[src/rtl/voq_rd_sched.sv]
// Read-side scheduler for one output's VOQ set: tracks occupancy, grants a non-empty VOQ,
// fetches its pointer and hands it to egress. Define VOQ_RD_SCHED_STRICT_PRI_EN for fixed priority.
module voq_rd_sched #(
    parameter int NUM_VOQ   = 4,
    parameter int ADDR_W    = 8,
    parameter int VOQ_DEPTH = 8
) (
    input  logic                       clk,
    input  logic                       rst_n,
    input  logic [NUM_VOQ-1:0]         voq_write_i,
    output logic [NUM_VOQ-1:0]         read_req_o,
    input  logic [NUM_VOQ*ADDR_W-1:0]  voq_ptr_i,
    input  logic [NUM_VOQ-1:0]         voq_ptr_valid_i,
    input  logic [NUM_VOQ-1:0]         voq_flood_i,
    output logic [ADDR_W-1:0]          ptr_o,
    output logic                       flood_o,
    output logic [$clog2(NUM_VOQ)-1:0] src_o,
    output logic                       valid_o,
    input  logic                       ready_i,
    output logic                       err_o
);

    localparam int SRC_W = $clog2(NUM_VOQ);
    localparam int CNT_W = $clog2(VOQ_DEPTH + 1);

    typedef enum logic [1:0] {S_IDLE, S_ISSUE, S_WAIT, S_HOLD} state_t;

    state_t             state, state_nxt;
    logic [SRC_W-1:0]   grant;
    logic [SRC_W-1:0]   pick;
    logic               any_elig;
    logic [NUM_VOQ-1:0] elig;
    logic [NUM_VOQ-1:0] grant_oh;
    logic [CNT_W-1:0]   cnt [NUM_VOQ];
    logic               missing;
    logic               stray;

    assign grant_oh = NUM_VOQ'(1) << grant;
    assign missing  = (state == S_WAIT) && !voq_ptr_valid_i[grant];
    assign stray    = (state == S_WAIT) ? |(voq_ptr_valid_i & ~grant_oh) : |voq_ptr_valid_i;

    // Occupancy per VOQ; a write to a full VOQ is dropped by the VOQ, so the count holds.
    for (genvar k = 0; k < NUM_VOQ; k++) begin : g_cnt
        // NOTE: the counters are a handful of flops, not a RAM, so they take the reset like any register.
        always_ff @(posedge clk) begin
            if (!rst_n) begin
                cnt[k] <= '0;
            end else begin
                case ({voq_write_i[k], read_req_o[k]})
                    2'b10:   if (cnt[k] != CNT_W'(VOQ_DEPTH)) cnt[k] <= cnt[k] + CNT_W'(1);
                    2'b01:   cnt[k] <= cnt[k] - CNT_W'(1);
                    default: cnt[k] <= cnt[k];
                endcase
            end
        end
        assign elig[k] = (cnt[k] != '0);
    end

`ifdef VOQ_RD_SCHED_STRICT_PRI_EN
    always_comb begin
        // NOTE: every output of a combinational block gets a default first so no latch is inferred.
        pick     = '0;
        any_elig = |elig;
        for (int i = NUM_VOQ - 1; i >= 0; i--) begin
            if (elig[i]) pick = SRC_W'(i);
        end
    end
`else
    logic [SRC_W-1:0] rr_ptr;
    logic [SRC_W-1:0] idx;

    // Reverse scan so the last hit is the first eligible VOQ at or after rr_ptr.
    always_comb begin
        pick     = '0;
        idx      = '0;
        any_elig = |elig;
        for (int i = NUM_VOQ - 1; i >= 0; i--) begin
            idx = SRC_W'((int'(rr_ptr) + i) % NUM_VOQ);
            if (elig[idx]) pick = idx;
        end
    end

    always_ff @(posedge clk) begin
        if (!rst_n) begin
            rr_ptr <= '0;
        end else if (state == S_HOLD && ready_i) begin
            rr_ptr <= (grant == SRC_W'(NUM_VOQ - 1)) ? '0 : grant + SRC_W'(1);
        end
    end
`endif

    // NOTE: sequential state uses non-blocking assignments so all flops update from pre-edge values.
    always_ff @(posedge clk) begin
        if (!rst_n) state <= S_IDLE;
        else        state <= state_nxt;
    end

    always_comb begin
        state_nxt = state;
        case (state)
            S_IDLE:  if (any_elig) state_nxt = S_ISSUE;
            S_ISSUE: state_nxt = S_WAIT;
            S_WAIT:  state_nxt = voq_ptr_valid_i[grant] ? S_HOLD : S_IDLE;
            S_HOLD:  if (ready_i) state_nxt = S_IDLE;
            default: state_nxt = S_IDLE;
        endcase
    end

    always_comb begin
        read_req_o = '0;
        valid_o    = 1'b0;
        if (state == S_ISSUE) read_req_o = grant_oh;
        if (state == S_HOLD)  valid_o    = 1'b1;
    end

    always_ff @(posedge clk) begin
        if (!rst_n) begin
            grant   <= '0;
            ptr_o   <= '0;
            flood_o <= 1'b0;
            src_o   <= '0;
            err_o   <= 1'b0;
        end else begin
            if (state == S_IDLE && any_elig) grant <= pick;
            if (state == S_WAIT && voq_ptr_valid_i[grant]) begin
                ptr_o   <= voq_ptr_i[int'(grant) * ADDR_W +: ADDR_W];
                flood_o <= voq_flood_i[grant];
                src_o   <= grant;
            end
            // Protocol errors are sticky until reset.
            if (missing || stray) err_o <= 1'b1;
        end
    end

endmodule

[config.mk]
export PLATFORM = sky130hd
export DESIGN_NAME = voq_rd_sched
export DESIGN_NICKNAME = d
export VERILOG_FILES = /design/src/rtl/voq_rd_sched.sv
export SDC_FILE = /design/constraint.sdc
export NUM_CORES = 1
export LEC_CHECK = 0
export BUFFER_PORTS_ARGS = -buffer_cell sky130_fd_sc_hd__buf_2
export CAP_MARGIN = 0
export CORE_MARGIN = 3
export CORE_UTILIZATION = 35
export DETAILED_ROUTE_END_ITERATION = 10
export GPL_TIMING_DRIVEN = 1
export HOLD_SLACK_MARGIN = 0.1
export PLACE_DENSITY = 0.68
export SLEW_MARGIN = 5
export SYNTH_ARGS = -nofsm -noshare
export SYNTH_HDL_FRONTEND = slang
export SYNTH_SLANG_ARGS = --single-unit
[constraint.sdc]
create_clock -name clk -period 4.4 [get_ports clk]
set_clock_uncertainty 0.2 [all_clocks]
set_input_delay 0.88 -clock clk [delete_from_list [all_inputs] [get_ports clk]]
set_output_delay 0.88 -clock clk [all_outputs]
set_load 0.01 [all_outputs]
==> run_results.csv <==
group,metric,value,unit
critical_path,start_kind,"flop",
yosys,synthCells,255,
place,dp_hpwl,4.139,mm
critical_path,cp.arrival,1730,ps
yosys,ys_ff_latch,34,
clock_network,hold_buffers,0,
place,dp_cells,403,
clock_network,cts-resized-gates,0,
place,gp_congestion,0.8065,
timing,fmax,356.0,MHz
die,die_h,90.60,µm
grt,use_met1,16.73,%
timing,rsz0062_at_grt,"no",
die,start_util,36.47,%
yosys,netlist-cell-type-count,50,
drt,routed_wl,5.431,mm
grt,grt_usage,13.77,%
grt,grt-ovfl-total,0,
finish,syn_to_final_growth,18.68,%
finish,fin_cells,411,
timing,maxSlewViolCount,0,
finish,antennaDiodeCount,0,
power,cellLeakagePower,0.001347,µW
grt,grt_pass1_wl,9.570,mm
finish,final_common_cell,"buf_2",
die,core_area,6869,µm²
timing,setup_tns,0,ps
clock_network,root_buffer,"clkbuf_8",
hold_path,hp-class,"reg -> reg",
clock_network,cts_tree,"built",
grt,antenna_found_initial,0,
clock_network,clock_latency,290,ps
clock_network,cts_setup_buffers,0,
clock_network,htree_levels,2,
drt,ant_nets,0,
yosys,synth_edf_count,16,
drt,drt_iter0_drc,75,
critical_path,endpoint_kind,"output pin",
clock_network,clock_path_buffers,2,
yosys,seq_area_frac_synth,33.57,%
yosys,synth_nets,321,
die,rows,30,
timing,finalSetupViolations,0,
timing,hold_viol,0,
die,die_w,90.60,µm
yosys,synth_area_per_cell,9.823,µm²
grt,grt_max_degree,37,
timing,min_period,2809,ps
grt,top_usage_layer,"met2",
clock_network,clkSlewWorstSetupHoldPaths,70,ps
drt,dr.pass1.iters,4,
power,power,905.2,µW
yosys,synthesis.area,2505,µm²
grt,grt_pass1_vias,2104,
drt,vias,2107,
yosys,yosysWarningCount,0,
critical_path,worstPathRequired,3320,ps
finish,final_core_util,43.28,%
critical_path,path_max_fanout,15,
place,port_buffers,63,
grt,met2_usage,24.46,%
finish,layout.cells.most_common_list,"buf_2 (63), inv_1 (23), nand2_1 (20)",
die,fp.dieArea,8208,µm²
finish,final_net_count,380,
drt,routedWlPerCell,13.21,µm
timing,finalCritPeriodShare,63.84,%
finish,drive_gt1_share,27.94,%
timing,tightest_slew,664.5,ps
power,vdd_drop_max,0.1035,mV
drt,drc_errors,0,
grt,use_met3,3.833,%
yosys,async_reset_ff_share,0,%
power,power-per-cell-area,304.5,nW/µm²
run_status,outcome,"complete, no violations",
clock_network,cts_buffers,5,
critical_path,critPathKind,"reg -> out",
clock_network,cts_sinks,34,
run,maxCapViolCount,0,
drt,vias_per_cell,5.127,
yosys,synth_flop_cell,"dfxtp_1",
timing,whs,257.7,ps
timing,slew_headroom,55.23,%
die,ios,64,
-- through the flow --
stage	instance area (µm²)	worst slack [ps]
final	2973	1591
after global routing	2973	1380
after CTS	2973	1606
after detailed placement	2879	1666
after global placement	2879	1772
after floorplan	2505	1749
-- registers in the layout, indices dropped and copies added, names as in the netlist --
signal	cells
err_o	1
rr_ptr	2
flood_o	1
state	2
ptr_o	8
grant	2
src_o	2
cnt	16
-- final cells by class --
class                      instances  area (µm²)
multi-input combinational        185        1501
clock inverter                     2       11.26
clock buffer                       6       82.58
timing repair buffer              65       330.3
inverter                          23       86.33
tap                               96       120.1
sequential                        34       840.8
fill                             674        3896
-- kinds of logic (layout without fill, tap and decap cells) --
logic type | after synthesis | after routing | synth area share, %
and+or+nand+nor | 82 | 82 | 19.28
AOI/OAI and AO/OA | 51 | 51 | 13.44
buffers and inverters | 36 | 96 | 6.493
DFF | 34 | 34 | 33.57
muxes | 24 | 24 | 14.59
adders and majority gates | 19 | 19 | 9.491
xor gates and xnor gates | 9 | 9 | 3.147
-- metal layers --
metal,part of all wire (%),vias to the layer above
li1,-,1043
met1,43,999
met2,50,61
met3,6.2,4
met4,0.61,0
met5,0,-
-- worst max-delay path, cell delays in order (launching register included) --
cell and delay (ps):
dfxtp_1 740, inv_1 140, ha_1 230, nand2_1 120
inv_1 70, buf_2 140
-- worst paths after layout --
check | from | to | slack, ps | depth (start not counted)
max | grant[1]$_SDFFE_PN0P_ | read_req_o[0] | 1590 | 5
min | src_o[1]$_SDFFE_PN0P_ | src_o[1]$_SDFFE_PN0P_ | 260 | 2
max reg2reg | grant[1]$_SDFFE_PN0P_ | cnt[2][2]$_SDFFCE_PN0P_ | 1640 | 11
min reg2reg | src_o[1]$_SDFFE_PN0P_ | src_o[1]$_SDFFE_PN0P_ | 260 | 2
-- cells in the mapped netlist, types with 2 or more instances --
cell | instances | area share (%)
inv_1 | 23 | 3.4
nand2_1 | 20 | 3.0
ha_1 | 19 | 9.5
dfxtp_1 | 18 | 14
edfxtp_1 | 16 | 19
nor2b_1 | 15 | 3.7
a21oi_1 | 14 | 2.8
mux2i_1 | 14 | 5.6
mux4_2 | 10 | 9.0
o21ai_0 | 9 | 1.8
clkbuf_1 | 8 | 1.2
nor2_1 | 8 | 1.2
nor3b_1 | 7 | 2.1
nand3_1 | 6 | 1.2
nand4b_1 | 6 | 2.1
a21boi_0 | 5 | 1.5
xor2_1 | 5 | 1.7
nand3b_1 | 4 | 1.2
xnor2_1 | 4 | 1.4
buf_2 | 3 | 0.60
o31a_1 | 3 | 1.0
a21boi_1 | 2 | 0.60
a31oi_1 | 2 | 0.50
and2_1 | 2 | 0.50
nand2b_1 | 2 | 0.50
nand4_1 | 2 | 0.50
nor3_1 | 2 | 0.40
o21a_1 | 2 | 0.60
o22ai_1 | 2 | 0.50
o31ai_1 | 2 | 0.60
-- where the power goes --
group          internal, µW  switching (µW)  total [µW]
registers               366            40.5         407
clock network           126             117         243
logic                   129             126         255
total                   621             284         905
(Power assumes the default switching activity.)
